### config.mk
export PLATFORM = sky130hd
export DESIGN_NAME = lcd_timing_gen_flat
export DESIGN_NICKNAME = d
export VERILOG_FILES = /design/src/rtl/lcd_timing_pkg.sv /design/src/rtl/lcd_timing_gen_if.sv /design/src/rtl/lcd_pwr_seq.sv /design/src/rtl/lcd_timing_gen.sv /design/src/flat_wrapper.sv
export SDC_FILE = /design/constraint.sdc
export NUM_CORES = 1
export LEC_CHECK = 0
export BUFFER_PORTS_ARGS = -buffer_cell sky130_fd_sc_hd__clkbuf_2
export CORE_MARGIN = 1.5
export CORE_UTILIZATION = 48
export CTS_BUF_LIST = sky130_fd_sc_hd__clkbuf_8
export DETAILED_ROUTE_END_ITERATION = 12
export PLACE_DENSITY = 0.84
export REMOVE_ABC_BUFFERS = 1
export SLEW_MARGIN = 0
export SYNTH_ARGS = -nofsm -noshare
export SYNTH_HDL_FRONTEND = slang
export SYNTH_SLANG_ARGS = --single-unit
### constraint.sdc
create_clock -name lcd_pclk -period 2.2 [get_ports lcd_pclk]
set_input_delay 0.11 -clock lcd_pclk [delete_from_list [all_inputs] [get_ports lcd_pclk]]
set_output_delay 0.11 -clock lcd_pclk [all_outputs]
set_load 0.02 [all_outputs]
### src/rtl/lcd_timing_pkg.sv
// Shared types and constants for the LCD timing generator: power-sequence states,
// colour-bar palette and the default ALIENTEK 4.3" panel timing.
package lcd_timing_pkg;

  typedef enum logic [1:0] {
    PS_RST  = 2'd0,
    PS_WAKE = 2'd1,
    PS_RUN  = 2'd2
  } pwr_state_e;

  localparam logic [15:0] COL_WHITE   = 16'hFFFF;
  localparam logic [15:0] COL_YELLOW  = 16'hFFE0;
  localparam logic [15:0] COL_CYAN    = 16'h07FF;
  localparam logic [15:0] COL_GREEN   = 16'h07E0;
  localparam logic [15:0] COL_MAGENTA = 16'hF81F;
  localparam logic [15:0] COL_RED     = 16'hF800;
  localparam logic [15:0] COL_BLUE    = 16'h001F;
  localparam logic [15:0] COL_BLACK   = 16'h0000;

  localparam int unsigned ATK43_H_SYNC  = 41;
  localparam int unsigned ATK43_H_BACK  = 2;
  localparam int unsigned ATK43_H_DISP  = 480;
  localparam int unsigned ATK43_H_FRONT = 2;
  localparam int unsigned ATK43_V_SYNC  = 10;
  localparam int unsigned ATK43_V_BACK  = 2;
  localparam int unsigned ATK43_V_DISP  = 272;
  localparam int unsigned ATK43_V_FRONT = 2;
  localparam int unsigned ATK43_PWR_DLY = 1000;

  function automatic logic [15:0] bar_color(input logic [2:0] idx);
    case (idx)
      3'd0:    bar_color = COL_WHITE;
      3'd1:    bar_color = COL_YELLOW;
      3'd2:    bar_color = COL_CYAN;
      3'd3:    bar_color = COL_GREEN;
      3'd4:    bar_color = COL_MAGENTA;
      3'd5:    bar_color = COL_RED;
      3'd6:    bar_color = COL_BLUE;
      default: bar_color = COL_BLACK;
    endcase
  endfunction

endpackage

### src/rtl/lcd_timing_gen_if.sv
// Pixel-request bus between the timing generator (master) and the frame-buffer
// reader (slave); pixel_data returns one cycle after data_req.
interface lcd_timing_gen_if #(
  parameter int CW = 11
);
  logic [15:0]   pixel_data;
  logic          data_req;
  logic [CW-1:0] pixel_x;
  logic [CW-1:0] pixel_y;
  logic          frame_start;
  logic [CW-1:0] h_res;
  logic [CW-1:0] v_res;

  modport master (
    input  pixel_data,
    output data_req, pixel_x, pixel_y, frame_start, h_res, v_res
  );

  modport slave (
    output pixel_data,
    input  data_req, pixel_x, pixel_y, frame_start, h_res, v_res
  );
endinterface

### src/rtl/lcd_pwr_seq.sv
// Panel power sequencer: hold panel in reset, release reset, then enable backlight
// and scanning; each of the first two steps lasts PWR_DLY clocks.
module lcd_pwr_seq
  import lcd_timing_pkg::*;
#(
  parameter int unsigned PWR_DLY = ATK43_PWR_DLY
) (
  input  logic clk,
  input  logic rst_n,
  output logic run,
  output logic lcd_rst,
  output logic lcd_bl
);

  localparam int DW = (PWR_DLY > 1) ? $clog2(PWR_DLY) : 1;
  localparam logic [DW-1:0] CNT_LAST = DW'(PWR_DLY - 1);

  pwr_state_e    state_q, state_d;
  logic [DW-1:0] cnt_q, cnt_d;

  // NOTE: state registers use non-blocking assignments so every flop samples pre-edge values.
  always_ff @(posedge clk or negedge rst_n) begin
    if (!rst_n) begin
      state_q <= PS_RST;
      cnt_q   <= '0;
    end else begin
      state_q <= state_d;
      cnt_q   <= cnt_d;
    end
  end

  // NOTE: defaults first so no path through the case leaves a signal unassigned (no latches).
  always_comb begin
    state_d = state_q;
    cnt_d   = cnt_q;
    case (state_q)
      PS_RST, PS_WAKE: begin
        if (cnt_q == CNT_LAST) begin
          cnt_d   = '0;
          state_d = (state_q == PS_RST) ? PS_WAKE : PS_RUN;
        end else begin
          cnt_d = cnt_q + DW'(1);
        end
      end
      PS_RUN:  cnt_d = '0;
      default: state_d = PS_RST;
    endcase
  end

  assign run     = (state_q == PS_RUN);
  assign lcd_rst = (state_q != PS_RST);
  assign lcd_bl  = (state_q == PS_RUN);

endmodule

### src/rtl/lcd_timing_gen.sv
// RGB-interface LCD timing generator with power sequencing and a one-cycle-latency
// pixel request bus. Define LCD_TEST_PATTERN_EN to replace pixel_data with 8 colour bars.
module lcd_timing_gen
  import lcd_timing_pkg::*;
#(
  parameter int unsigned H_SYNC  = ATK43_H_SYNC,
  parameter int unsigned H_BACK  = ATK43_H_BACK,
  parameter int unsigned H_DISP  = ATK43_H_DISP,
  parameter int unsigned H_FRONT = ATK43_H_FRONT,
  parameter int unsigned V_SYNC  = ATK43_V_SYNC,
  parameter int unsigned V_BACK  = ATK43_V_BACK,
  parameter int unsigned V_DISP  = ATK43_V_DISP,
  parameter int unsigned V_FRONT = ATK43_V_FRONT,
  parameter bit          HS_POL  = 1'b0,
  parameter bit          VS_POL  = 1'b0,
  parameter int          CW      = 11,
  parameter int unsigned PWR_DLY = ATK43_PWR_DLY
) (
  input  logic                    lcd_pclk,
  input  logic                    sys_rst,
  lcd_timing_gen_if.master        bus,
  output logic                    lcd_de,
  output logic                    lcd_hs,
  output logic                    lcd_vs,
  output logic                    lcd_clk,
  output logic [15:0]             lcd_rgb,
  output logic                    lcd_rst,
  output logic                    lcd_bl
);

  localparam logic [CW-1:0] H_SYNC_C = CW'(H_SYNC);
  localparam logic [CW-1:0] H_ACT0   = CW'(H_SYNC + H_BACK);
  localparam logic [CW-1:0] H_ACT1   = CW'(H_SYNC + H_BACK + H_DISP);
  localparam logic [CW-1:0] H_LAST   = CW'(H_SYNC + H_BACK + H_DISP + H_FRONT - 1);
  localparam logic [CW-1:0] V_SYNC_C = CW'(V_SYNC);
  localparam logic [CW-1:0] V_ACT0   = CW'(V_SYNC + V_BACK);
  localparam logic [CW-1:0] V_ACT1   = CW'(V_SYNC + V_BACK + V_DISP);
  localparam logic [CW-1:0] V_LAST   = CW'(V_SYNC + V_BACK + V_DISP + V_FRONT - 1);

  logic          run;
  logic [CW-1:0] h_cnt_q, h_cnt_d, v_cnt_q, v_cnt_d;
  logic          lcd_de_q, lcd_hs_q, lcd_vs_q;
  logic          data_req;

  lcd_pwr_seq #(.PWR_DLY(PWR_DLY)) u_pwr_seq (
    .clk     (lcd_pclk),
    .rst_n   (sys_rst),
    .run     (run),
    .lcd_rst (lcd_rst),
    .lcd_bl  (lcd_bl)
  );

  // Counters are forced to the frame origin whenever the panel is not running.
  always_comb begin
    h_cnt_d = '0;
    v_cnt_d = '0;
    if (run) begin
      if (h_cnt_q == H_LAST) begin
        v_cnt_d = (v_cnt_q == V_LAST) ? '0 : v_cnt_q + CW'(1);
      end else begin
        h_cnt_d = h_cnt_q + CW'(1);
        v_cnt_d = v_cnt_q;
      end
    end
  end

  assign data_req = run
                 && (h_cnt_q >= H_ACT0) && (h_cnt_q < H_ACT1)
                 && (v_cnt_q >= V_ACT0) && (v_cnt_q < V_ACT1);

  always_ff @(posedge lcd_pclk or negedge sys_rst) begin
    if (!sys_rst) begin
      h_cnt_q  <= '0;
      v_cnt_q  <= '0;
      lcd_de_q <= 1'b0;
      lcd_hs_q <= !HS_POL;
      lcd_vs_q <= !VS_POL;
    end else begin
      h_cnt_q  <= h_cnt_d;
      v_cnt_q  <= v_cnt_d;
      lcd_de_q <= data_req;
      lcd_hs_q <= (run && (h_cnt_q < H_SYNC_C)) ? HS_POL : !HS_POL;
      lcd_vs_q <= (run && (v_cnt_q < V_SYNC_C)) ? VS_POL : !VS_POL;
    end
  end

  assign bus.data_req    = data_req;
  assign bus.pixel_x     = data_req ? (h_cnt_q - H_ACT0) : '0;
  assign bus.pixel_y     = data_req ? (v_cnt_q - V_ACT0) : '0;
  assign bus.frame_start = run && (h_cnt_q == '0) && (v_cnt_q == '0);
  assign bus.h_res       = CW'(H_DISP);
  assign bus.v_res       = CW'(V_DISP);

  assign lcd_de  = lcd_de_q;
  assign lcd_hs  = lcd_hs_q;
  assign lcd_vs  = lcd_vs_q;
  assign lcd_clk = lcd_pclk;

`ifdef LCD_TEST_PATTERN_EN
  // The bar shown is chosen by the column requested on the previous cycle.
  localparam logic [CW-1:0] BAR_W = (H_DISP >= 8) ? CW'(H_DISP / 8) : CW'(1);

  logic [CW-1:0] pat_x_q;
  logic [CW-1:0] bar_q;
  logic [2:0]    bar_idx;

  always_ff @(posedge lcd_pclk or negedge sys_rst) begin
    if (!sys_rst) pat_x_q <= '0;
    else          pat_x_q <= bus.pixel_x;
  end

  assign bar_q   = pat_x_q / BAR_W;
  assign bar_idx = (bar_q > CW'(7)) ? 3'd7 : bar_q[2:0];
  assign lcd_rgb = lcd_de_q ? bar_color(bar_idx) : 16'h0000;
`else
  assign lcd_rgb = lcd_de_q ? bus.pixel_data : 16'h0000;
`endif

endmodule

### src/flat_wrapper.sv
// flat-port wrapper written by rule: the top's interface ports become plain ports
module lcd_timing_gen_flat import lcd_timing_pkg::*;
#(
  parameter int unsigned H_SYNC  = ATK43_H_SYNC,
  parameter int unsigned H_BACK  = ATK43_H_BACK,
  parameter int unsigned H_DISP  = ATK43_H_DISP,
  parameter int unsigned H_FRONT = ATK43_H_FRONT,
  parameter int unsigned V_SYNC  = ATK43_V_SYNC,
  parameter int unsigned V_BACK  = ATK43_V_BACK,
  parameter int unsigned V_DISP  = ATK43_V_DISP,
  parameter int unsigned V_FRONT = ATK43_V_FRONT,
  parameter bit          HS_POL  = 1'b0,
  parameter bit          VS_POL  = 1'b0,
  parameter int          CW      = 11,
  parameter int unsigned PWR_DLY = ATK43_PWR_DLY
)
  (lcd_pclk, sys_rst, lcd_de, lcd_hs, lcd_vs, lcd_clk, lcd_rgb, lcd_rst, lcd_bl, bus_pixel_data, bus_data_req, bus_pixel_x, bus_pixel_y, bus_frame_start, bus_h_res, bus_v_res);
  lcd_timing_gen_if #(.CW(CW)) bus_i ();
  input  logic lcd_pclk;
  input  logic sys_rst;
  output logic lcd_de;
  output logic lcd_hs;
  output logic lcd_vs;
  output logic lcd_clk;
  output logic [15:0] lcd_rgb;
  output logic lcd_rst;
  output logic lcd_bl;
  input wire logic [$bits(bus_i.pixel_data)-1:0] bus_pixel_data;
  output wire logic [$bits(bus_i.data_req)-1:0] bus_data_req;
  output wire logic [$bits(bus_i.pixel_x)-1:0] bus_pixel_x;
  output wire logic [$bits(bus_i.pixel_y)-1:0] bus_pixel_y;
  output wire logic [$bits(bus_i.frame_start)-1:0] bus_frame_start;
  output wire logic [$bits(bus_i.h_res)-1:0] bus_h_res;
  output wire logic [$bits(bus_i.v_res)-1:0] bus_v_res;
  assign bus_i.pixel_data = bus_pixel_data;
  assign bus_data_req = bus_i.data_req;
  assign bus_pixel_x = bus_i.pixel_x;
  assign bus_pixel_y = bus_i.pixel_y;
  assign bus_frame_start = bus_i.frame_start;
  assign bus_h_res = bus_i.h_res;
  assign bus_v_res = bus_i.v_res;
  lcd_timing_gen #(.H_SYNC(H_SYNC), .H_BACK(H_BACK), .H_DISP(H_DISP), .H_FRONT(H_FRONT), .V_SYNC(V_SYNC), .V_BACK(V_BACK), .V_DISP(V_DISP), .V_FRONT(V_FRONT), .HS_POL(HS_POL), .VS_POL(VS_POL), .CW(CW), .PWR_DLY(PWR_DLY)) u_core (.lcd_pclk(lcd_pclk), .sys_rst(sys_rst), .bus(bus_i), .lcd_de(lcd_de), .lcd_hs(lcd_hs), .lcd_vs(lcd_vs), .lcd_clk(lcd_clk), .lcd_rgb(lcd_rgb), .lcd_rst(lcd_rst), .lcd_bl(lcd_bl));
endmodule
==> results of run 1 <==
-- registers in the layout (all words and copies together), names as in the netlist --
register	count
u_core.h_cnt_q	11
u_core.v_cnt_q	11
u_core.u_pwr_seq.cnt_q	10
u_core.u_pwr_seq.state_q	2
u_core.lcd_de	1
u_core.lcd_hs	1
u_core.lcd_vs	1
-- kinds of logic after synthesis --
group                      share of synthesized area, %
buffers and inverters                              12.1
and+or+nand+nor                                    30.2
other                                             0.265
AOI/OAI and AO/OA                                  13.9
xor gates and xnor gates                           6.18
DFF                                                32.7
muxes                                              1.15
adders and majority gates                          3.53
-- through the flow --
step | setup WS (ps) | util [%]
floorplan | -967 | -
global placement | 20.9 | 58.8
detailed placement | 1.10 | 58.8
CTS | -372 | 68.8
global route | -435 | 73.1
finish | -405 | 73.1
-- routing by layer --
metal  part of all wire (%)  vias up
li1                       -     1371
met4                    3.7        0
met2                     50      181
met5                      0        -
met3                    7.8       32
met1                     39     1453
-- cell usage after synthesis (all sizes together) (2+ instances only) --
cell type and n:
mux2 2, o21ai 18, nand2b 7, xor2 9, buf 32, and2 19
dfrtp 35, a211oi 3, or3 14, nor4b 4, o31ai 2, a22o 2
dfstp 2, clkbuf 18, a21oi 17, nand3 13, ha 8, nand2 17
and3 4, nor4 5, a21o 2, and4 5, nor3 26, or4 5
xnor2 11, o32ai 3, nand4 7, inv 14, conb 2, a41oi 2
a31oi 4, o21a 2, nor2 16
-- worst max-delay path: stages, from the launching register on --
cell and delay (ps):
sky130_fd_sc_hd__dfrtp_1 410, sky130_fd_sc_hd__or3_4 420, sky130_fd_sc_hd__or3_4 350, sky130_fd_sc_hd__or4_4 450, sky130_fd_sc_hd__nor4_4 270, sky130_fd_sc_hd__clkbuf_8 200
-- area by class of cell --
cell class	count	area (um2)	share of cell area (%)
multi-input cells	264	2000	48.8
repair buffers	117	892	21.8
well taps	72	90.1	2.20
inverters	14	55.1	1.34
flip-flops and latches	37	931	22.7
clock buffers	10	129	3.14
clock inverters	1	3.75	0.0915
-- worst paths after layout --
kind | from | to | slack (ps) | cells after the start
hold / removal | sys_rst | u_core.h_cnt_q[8]$_DFF_PN0_ | 400 | 2
setup reg to reg | u_core.h_cnt_q[0]$_DFF_PN0_ | u_core.v_cnt_q[6]$_DFFE_PN0P_ | -90 | 8
min in group lcd_pclk | lcd_pclk | lcd_clk | 460 | 3
hold reg to reg | u_core.u_pwr_seq.cnt_q[7]$_DFFE_PN0P_ | u_core.u_pwr_seq.cnt_q[7]$_DFFE_PN0P_ | 520 | 1
setup / recovery | u_core.v_cnt_q[4]$_DFFE_PN0P_ | bus_frame_start | -410 | 5
max in group asynchronous | sys_rst | u_core.v_cnt_q[2]$_DFFE_PN0P_ | 1140 | 2
-- report_power, final --
group	internal, mW	total [mW]	switching, mW
combinational	0.0114	0.0610	0.0496
clock	0.372	0.665	0.294
sequential	0.680	0.680	0
total	1.06	1.41	0.343
-- what timing repair did --
action / in CTS / in global routing
endpoints found under the hold margin: 35 / 0
hold buffers: 1 / 0
gates resized for setup: 55 / 81
endpoints found under the setup margin: 25 / 35
cloned: 3 / 2
pin swaps: 13 / 30
setup buffers: 14 / 4
==> out/summary.txt, run 1 <==
======================================================================================
Layer carrying the most global-route usage ..............................         met2
Final Hold Violating Endpoints ..........................................            0
Fraction of post-synthesis cell area in the top cell type by area .......        30.9%
Met2 usage in global routing ............................................        47.5%
Die span in y ...........................................................      79.9 um
Overall power consumption ...............................................      1.41 mW
Area Growth Syn to Fin ..................................................        44.6%
Number of distinct standard cells referenced by the synthesized netlist .           53
CP startpoint kind ......................................................     register
Overall routed net length ...............................................      9.01 mm
Signal arrival time at the worst endpoint ...............................      2500 ps
Average wire per cell in the routed design ..............................      17.5 um
Final number of setup-violating endpoints ...............................           32
Average instance area after synthesis ...................................     8.22 um2
Crit Path Category ...................................................... register to primary output
Initial antenna violation count .........................................            0
Latest clock arrival within the worst-skew pair .........................       400 ps
Number of placed I/O pins ...............................................           86
Post-synth design cell area .............................................  0.00284 mm2
Smallest hold slack .....................................................       402 ps
Worst Max-Slew Pin Slew .................................................       968 ps
Leading cell types in the layout, fill and taps excluded ................ 46 x sky130_fd_sc_hd__buf_4, 43 x sky130_fd_sc_hd__clkbuf_2, 33 x sky130_fd_sc_hd__dfrtp_1, 22 x sky130_fd_sc_hd__conb_1, 20 x sky130_fd_sc_hd__buf_6
PwrDens .................................................................   343 mW/mm2
Via count of the first global-routing pass ..............................         2815
Number of warnings reported in the yosys synthesis log ..................            0
Share of the clock period used by the worst path ........................         118%
Headroom to the max-slew limit ..........................................        35.5%
DRC marker count from the first detailed-route iteration ................          272
Number of synthesized register bits .....................................           37
Setup WS post-layout ....................................................      -405 ps
Post-route non-filler standard cell count ...............................          515
Reported leakage power ..................................................      1.84 nW
Cell Rows ...............................................................           27
Number of inserted filler cells in the final layout .....................          394
Die width ...............................................................      79.9 um
Fraction of the yosys area taken by sequential cells ....................        32.7%
Share of flip-flops with an asynchronous set or reset ...................         100%
Capturing element type of the critical path ............................. primary output
Initial core utilization ................................................        50.6%
Worst ir drop on vdd ....................................................     0.316 mV
Most common library cell in the layout ignoring fill and taps ........... sky130_fd_sc_hd__buf_4
Critical path data required time ........................................      2090 ps
Highest clock rate ......................................................      384 MHz
Violations in the final reports ......................................... setup timing
Synthesized netlist cell count ..........................................          345
Unrepaired setup endpoints after global routing .........................         true
Minimum period implied by the final worst setup slack ...................      2610 ps
Total congestion overflow after global routing ..........................            0
Share of cells above drive strength 1 ...................................        41.3%
Top cells by area in the synthesized netlist ............................ sky130_fd_sc_hd__dfrtp_1 31%, sky130_fd_sc_hd__buf_4 6.1%, sky130_fd_sc_hd__nor3_1 4.6%
Top FF cell, synth ...................................................... sky130_fd_sc_hd__dfrtp_1
M1 GR Usage .............................................................        32.7%
Max-cap violations ......................................................            0
Maximum number of pins on one net before global-route repair ............           38
Number of nets at the end of the flow ...................................          469
Final-layout setup total negative slack .................................     -8860 ps
Routability congestion estimate from global placement ...................        0.910
Number of iterations in the first detailed-routing pass .................            7
Cell count after placement ..............................................          483
Clock tree from TritonCTS ...............................................        built
Cell area reported after detailed placement .............................  0.00330 mm2
Final non-filler cell area ..............................................  0.00410 mm2
Overall via count from detail_route .....................................         3037
Core region area ........................................................  0.00561 mm2
DR DRC count ............................................................            0
Clock-pin slew on the worst setup and hold paths ........................        70 ps
CP Max Fanout ...........................................................            2
Average vias per placed instance ........................................         5.90
Run status .............................................................. finished, violations left
Number of flops mapped to enable cells by yosys .........................            0
Met3 Track Usage GR .....................................................        4.69%
Max-slew violation count ................................................            0
Overall track demand over capacity in global routing ....................        27.8%
Post-Route Skew .........................................................      7.32 ps
Overall die area ........................................................  0.00638 mm2
Remaining antenna violation count after routing .........................            0
Cell taking the most area after synthesis ............................... sky130_fd_sc_hd__dfrtp_1
HPWL reported at the end of detailed placement ..........................      5.16 mm
Ant diodes ..............................................................            0
Wire length of the first global-routing pass ............................      13.5 mm
Tightest Hold Check Type ................................................ primary input to async pin
Buffers added on ports ..................................................           63
======================================================================================
(Power assumes the default switching activity.)
==> run 2, diff against run 1 <==
--- a/config.mk
+++ b/config.mk
@@ -13,4 +13,5 @@
 export PLACE_DENSITY = 0.84
 export REMOVE_ABC_BUFFERS = 1
+export SKIP_CTS_REPAIR_TIMING = 1
 export SLEW_MARGIN = 0
 export SYNTH_ARGS = -nofsm -noshare
==> constraint.sdc (replaced) <==
create_clock -name lcd_pclk -period 2.2 [get_ports lcd_pclk]
set_input_delay 0.11 -clock lcd_pclk [delete_from_list [all_inputs] [get_ports lcd_pclk]]
set_output_delay 0.11 -clock lcd_pclk [all_outputs]
set_load 0.01 [all_outputs]
==> run 2 against run 1 <==
  * The run still ends with setup timing left
  * Combinational power decreased by 27%
  * Non-clock buffer count shrank 6
  * Critical path depth grew 2
  * Final cell count is 0.97% lower
  * Sequential power barely moved
  * Routed wire length is 5.8% lower
  * First-iteration DRC count fell by 0.37%
  * Register-to-register slack improved by 60 ps
  * Flip-flop and latch count unchanged
  * Largest power group is now the clock network
==> out/summary.txt, run 2 (same netlist as run 1, synthesis figures left out) <==
============================================================================
Headroom to the max-slew limit ................................        35.2%   -0.28 points
Violations in the final reports ............................... setup timing
Ant diodes ....................................................            0   unchanged
Latest clock arrival within the worst-skew pair ...............       400 ps   about the same
Wire length of the first global-routing pass ..................      11.4 mm   -16%
Switching part of the total power .............................        21.0%   -3.4 points
Leading registers by flop count ............................... u_core.h_cnt_q (11), u_core.v_cnt_q (11), u_core.u_pwr_seq.cnt_q (10)
Total congestion overflow after global routing ................            0   unchanged
Share of power burned in the clock network ....................        54.9%   +7.6 points
Initial antenna violation count ...............................            0   unchanged
Capturing element type of the critical path ................... primary output
Clock tree from TritonCTS .....................................        built
Pre-CTS worst setup slack .....................................      28.2 ps   +27.1 ps
Sequential Area ...............................................      931 um2   unchanged
Number of nets at the end of the flow .........................          463   -1.3%
Maximum number of pins on one net before global-route repair ..           38   unchanged
Final number of setup-violating endpoints .....................           26   -19%
Die width .....................................................      79.9 um   unchanged
Number of inserted filler cells in the final layout ...........          422   +7.1%
Overall routed net length .....................................      8.49 mm   -5.8%
R2r worst-path depth ..........................................            5   -3
HPWL reported at the end of detailed placement ................      5.02 mm   -2.8%
Comb pwr share ................................................         2.8%   -1.5 points
Signal arrival time at the worst endpoint .....................      2460 ps   -40 ps
Post-Route Skew ...............................................      2.92 ps   -4.40 ps
Initial core utilization ......................................        50.6%   unchanged
Endpoint of the worst-slack reg-to-reg timing path ............ u_core.v_cnt_q[8]$_DFFE_PN0P_
DRC marker count from the first detailed-route iteration ......          271   -0.37%
Worst ir drop on vdd ..........................................     0.445 mV   +41%
Max-slew violation count ......................................            0   unchanged
Overall die area ..............................................  0.00638 mm2   unchanged
Smallest hold slack ...........................................       392 ps   -9.62 ps
Final Util ....................................................        70.7%   -2.4 points
Tightest Hold Check Type ...................................... primary input to async pin
Routability congestion estimate from global placement .........        0.923   +1.5%
Final Hold Violating Endpoints ................................            0   unchanged
Max-cap violations ............................................            0   unchanged
Worst reg2reg startpoint ...................................... u_core.h_cnt_q[7]$_DFF_PN0_
Leading cell types in the layout, fill and taps excluded ...... 40 x sky130_fd_sc_hd__clkbuf_2, 35 x sky130_fd_sc_hd__buf_4, 33 x sky130_fd_sc_hd__dfrtp_1, 24 x sky130_fd_sc_hd__buf_2, 22 x sky130_fd_sc_hd__conb_1
Setup slack of the most critical reg-to-reg path ..............       -30 ps   +60 ps
Area of the multi-input gates .................................  0.00196 mm2   -2.1%
Run status .................................................... finished, violations left
Number of iterations in the first detailed-routing pass .......            4   -3
Worst Max-Slew Pin Slew .......................................       972 ps   +4.16 ps
Clock-pin slew on the worst setup and hold paths ..............        80 ps   about the same
DR DRC count ..................................................            0   unchanged
Reported leakage power ........................................      1.82 nW   -1.1%
Area Growth Syn to Fin ........................................        39.8%
Remaining antenna violation count after routing ...............            0   unchanged
Die span in y .................................................      79.9 um   unchanged
Cell area reported after detailed placement ...................  0.00327 mm2   -0.83%
Critical path data required time ..............................      2090 ps   about the same
Via count of the first global-routing pass ....................         2483   -12%
CP startpoint kind ............................................     register
Int Pwr .......................................................      1.27 mW   +19%
Unrepaired setup endpoints after global routing ...............         true
Final non-filler cell area ....................................  0.00397 mm2   -3.3%
Share of the clock period used by the worst path ..............         117%   -1.6 points
Buffers added on ports ........................................           63   unchanged
Average wire per cell in the routed design ....................      16.6 um   -4.9%
Average vias per placed instance ..............................         5.85   -0.82%
Net switching power ...........................................     0.338 mW   -1.5%
Number of placed I/O pins .....................................           86   unchanged
Share of cells above drive strength 1 .........................        42.2%   +0.93 points
Minimum period implied by the final worst setup slack .........      2570 ps   -36.3 ps
Seq pwr share .................................................        42.3%   -6.1 points
CP Max Fanout .................................................            5   +3
Cell Rows .....................................................           27   unchanged
Crit Path Category ............................................ register to primary output
Setup WS post-layout ..........................................      -369 ps   +36.3 ps
Core region area ..............................................  0.00561 mm2   unchanged
PwrDens .......................................................   405 mW/mm2   +18%
Final-layout setup total negative slack .......................     -7400 ps   +1450 ps
Highest clock rate ............................................      389 MHz   +1.4%
Overall track demand over capacity in global routing ..........        22.9%   -5.0 points
Overall via count from detail_route ...........................         2983   -1.8%
Most common library cell in the layout ignoring fill and taps . sky130_fd_sc_hd__clkbuf_2
============================================================================
-- run 2: worst max-delay path, cell delays in order (launching register included) --
cell                       delay [ps]
sky130_fd_sc_hd__dfrtp_2          460
sky130_fd_sc_hd__or4_4            560
sky130_fd_sc_hd__a211oi_4         200
sky130_fd_sc_hd__o32ai_4          130
sky130_fd_sc_hd__buf_12           160
sky130_fd_sc_hd__buf_8            130
sky130_fd_sc_hd__a311oi_2         220
sky130_fd_sc_hd__buf_2            180
-- run 2: cell type report --
cell class              instances  area share (%)
clock buffers                   9            2.90
clock inverters                 3            1.64
inverters                      14            1.39
multi-input cells             264            49.4
flip-flops and latches         37            23.5
well taps                      72            2.27
repair buffers                111            19.0
-- run 2: worst max path at each step --
stage,start,slack (ps),end
after CTS,u_core.v_cnt_q[4]$_DFFE_PN0P_,-410,bus_frame_start
after global routing,u_core.h_cnt_q[4]$_DFF_PN0_,-440,bus_pixel_x[7]
after floorplan,u_core.h_cnt_q[7]$_DFF_PN0_,-810,u_core.lcd_de$_DFF_PN0_
final,u_core.h_cnt_q[7]$_DFF_PN0_,-370,bus_pixel_x[7]
after detailed placement,u_core.v_cnt_q[4]$_DFFE_PN0P_,30,bus_frame_start
after global placement,u_core.v_cnt_q[4]$_DFFE_PN0P_,40,bus_frame_start
-- run 2: power by group through the flow --
stage | registers, mW | clock network, mW | logic, mW
after floorplan | 0.693 | 0 | 0.0162
after global placement | 0.693 | 0.0274 | 0.0432
after detailed placement | 0.693 | 0.0274 | 0.0436
after CTS | 0.680 | 0.889 | 0.0437
after global routing | 0.680 | 0.924 | 0.0522
final | 0.680 | 0.883 | 0.0448
-- run 2: metal layers --
metal | part of all wire [%] | up-vias | global-route usage (%)
met5 | 0 | - | 0
met4 | 3.0 | 0 | 10.0
met3 | 7.6 | 26 | 4.46
met2 | 52 | 169 | 38.0
met1 | 38 | 1421 | 28.8
li1 | - | 1367 | -
-- run 2: stage by stage --
| step | std cells | power, mW |
|---|---|---|
| 2_1_floorplan | 315 | 0.709 |
| 3_3_place_gp | 481 | 0.764 |
| 3_5_place_dp | 481 | 0.764 |
| 4_1_cts | 492 | 1.61 |
| 5_1_grt | 510 | 1.66 |
| 6_report | 510 | 1.61 |
==> run 3, diff against run 2 <==
- TNS_END_PERCENT: unset -> 1
==> run 3 against run 2 <==
  * The flow still finishes with violations (setup timing)
  * Final cell count is 2.4% lower
  * Sequential power hardly changed
  * Largest power group unchanged
  * Combinational power hardly changed
  * Clock-buffer cell count stayed put
  * Global-route usage stayed put
  * Clock skew is 2.4 ps higher
  * Final area is 8.2% lower
  * Sequential share of layout area is 2.1 points higher
  * Critical endpoint is now bus_frame_start
  * Via count is 6.4% lower
  * Worst setup slack better by 48 ps
==> out/summary.txt, run 3 (same netlist as run 1, synthesis figures left out) <==
============================================================================
Latest clock arrival within the worst-skew pair ...............       400 ps   about the same
Final number of setup-violating endpoints .....................           26   unchanged
Die width .....................................................      79.9 um   unchanged
Clock tree from TritonCTS .....................................        built
Tightest Hold Check Type ...................................... primary input to async pin
Area of the multi-input gates .................................  0.00178 mm2   -9.3%
Highest clock rate ............................................      397 MHz   +1.9%
Leading registers by flop count ............................... u_core.h_cnt_q (11), u_core.v_cnt_q (11), u_core.u_pwr_seq.cnt_q (10)
Total congestion overflow after global routing ................            0   unchanged
Die span in y .................................................      79.9 um   unchanged
DR DRC count ..................................................            0   unchanged
Average wire per cell in the routed design ....................      14.9 um   -11%
Share of the clock period used by the worst path ..............         115%   -2.2 points
Smallest hold slack ...........................................       393 ps   +0.254 ps
CP startpoint kind ............................................     register
Setup WS post-layout ..........................................      -321 ps   +48.2 ps
Comb pwr share ................................................         2.8%   about the same
Net switching power ...........................................     0.325 mW   -3.8%
Via count of the first global-routing pass ....................         2483   unchanged
Post-route non-filler standard cell count .....................          498   -2.4%
Run status .................................................... finished, violations left
Worst Max-Slew Pin Slew .......................................       963 ps   -9.30 ps
Unrepaired setup endpoints after global routing ...............         true
Leading cell types in the layout, fill and taps excluded ...... 61 x sky130_fd_sc_hd__clkbuf_2, 33 x sky130_fd_sc_hd__dfrtp_1, 30 x sky130_fd_sc_hd__buf_4, 24 x sky130_fd_sc_hd__nor3_1, 22 x sky130_fd_sc_hd__conb_1
Number of iterations in the first detailed-routing pass .......            4   unchanged
Initial antenna violation count ...............................            0   unchanged
Sequential Area ...............................................      931 um2   unchanged
Cell area reported after detailed placement ...................  0.00327 mm2   unchanged
Post-Route Skew ...............................................      5.36 ps   +2.44 ps
Capturing element type of the critical path ................... primary output
Overall die area ..............................................  0.00638 mm2   unchanged
Critical path data required time ..............................      2090 ps   about the same
Maximum number of pins on one net before global-route repair ..           38   unchanged
Overall power consumption .....................................      1.59 mW   -0.80%
Final Hold Violating Endpoints ................................            0   unchanged
Area Growth Syn to Fin ........................................        28.4%
Max-slew violation count ......................................            0   unchanged
Number of nets at the end of the flow .........................          451   -2.6%
Overall track demand over capacity in global routing ..........        22.9%   unchanged
Cell Rows .....................................................           27   unchanged
Number of inserted filler cells in the final layout ...........          476   +13%
PwrDens .......................................................   438 mW/mm2   +8.0%
Crit Path Category ............................................ register to primary output
Ant diodes ....................................................            0   unchanged
Core region area ..............................................  0.00561 mm2   unchanged
CP Max Fanout .................................................            2   -3
Initial core utilization ......................................        50.6%   unchanged
Int Pwr .......................................................      1.27 mW   about the same
Share of power burned in the clock network ....................        54.6%   -0.3 points
Cell count after placement ....................................          481   unchanged
Final non-filler cell area ....................................  0.00364 mm2   -8.2%
Number of placed I/O pins .....................................           86   unchanged
Signal arrival time at the worst endpoint .....................      2410 ps   -50 ps
Headroom to the max-slew limit ................................        35.8%   +0.62 points
Switching part of the total power .............................        20.4%   -0.63 points
Routability congestion estimate from global placement .........        0.923   unchanged
Overall via count from detail_route ...........................         2793   -6.4%
Seq pwr share .................................................        42.6%   +0.3 points
DRC marker count from the first detailed-route iteration ......          299   +10%
Violations in the final reports ............................... setup timing
Max-cap violations ............................................            0   unchanged
Average vias per placed instance ..............................         5.61   -4.1%
Buffers added on ports ........................................           63   unchanged
Remaining antenna violation count after routing ...............            0   unchanged
Minimum period implied by the final worst setup slack .........      2520 ps   -48.2 ps
Reported leakage power ........................................      1.70 nW   -6.6%
Share of cells above drive strength 1 .........................        33.6%   -8.7 points
Overall routed net length .....................................      7.41 mm   -13%
Wire length of the first global-routing pass ..................      11.4 mm   unchanged
Worst ir drop on vdd ..........................................     0.449 mV   +0.91%
Clock-pin slew on the worst setup and hold paths ..............        80 ps   about the same
HPWL reported at the end of detailed placement ................      5.02 mm   unchanged
Most common library cell in the layout ignoring fill and taps . sky130_fd_sc_hd__clkbuf_2
============================================================================
[run 3: stage by stage]
stage	setup WS [ps]	TNS [ps]	util [%]
2_1_floorplan	-811	-16570	-
3_3_place_gp	42.8	0	58.3
3_5_place_dp	28.2	0	58.3
4_1_cts	-412	-8110	61.5
5_1_grt	-382	-8740	64.9
6_report	-321	-6280	64.9
[run 3: worst max-delay path, cell delays in order (launching register included)]
cell                      delay (ps)
sky130_fd_sc_hd__dfrtp_1         380
sky130_fd_sc_hd__or3_4           390
sky130_fd_sc_hd__or3_4           350
sky130_fd_sc_hd__or4_4           450
sky130_fd_sc_hd__nor4_4          270
sky130_fd_sc_hd__buf_2           170
[run 3: per-layer routing]
layer	up-vias	track usage, %	share of wire [%]
met5	-	0	0
met4	0	10.0	2.0
met3	15	4.46	6.5
met2	114	38.0	49
met1	1323	28.8	42
li1	1341	-	-
[run 3: final timing paths]
check,from,to,slack [ps],depth (start not counted)
setup / recovery,u_core.v_cnt_q[4]$_DFFE_PN0P_,bus_frame_start,-320,5
max in group asynchronous,sys_rst,u_core.h_cnt_q[7]$_DFF_PN0_,1150,2
min in group lcd_pclk,lcd_pclk,lcd_clk,430,3
hold reg to reg,u_core.u_pwr_seq.cnt_q[7]$_DFFE_PN0P_,u_core.u_pwr_seq.cnt_q[7]$_DFFE_PN0P_,530,1
setup reg to reg,u_core.h_cnt_q[7]$_DFF_PN0_,u_core.v_cnt_q[9]$_DFFE_PN0P_,-30,5
hold / removal,sys_rst,u_core.h_cnt_q[4]$_DFF_PN0_,390,2
[run 3: power groups by stage]
stage	Combinational, mW	Clock, mW	Sequential, mW
floorplan	0.0162	0	0.693
global placement	0.0432	0.0274	0.693
detailed placement	0.0436	0.0274	0.693
CTS	0.0437	0.889	0.680
global route	0.0522	0.918	0.680
finish	0.0446	0.870	0.680
[run 3: final cells by class]
cell class	instances	share of cell area, %
multi-input combinational	264	48.7
timing repair buffer	99	16.8
tap	72	2.47
sequential	37	25.6
clock buffer	9	3.16
clock inverter	3	1.79
inverter	14	1.44
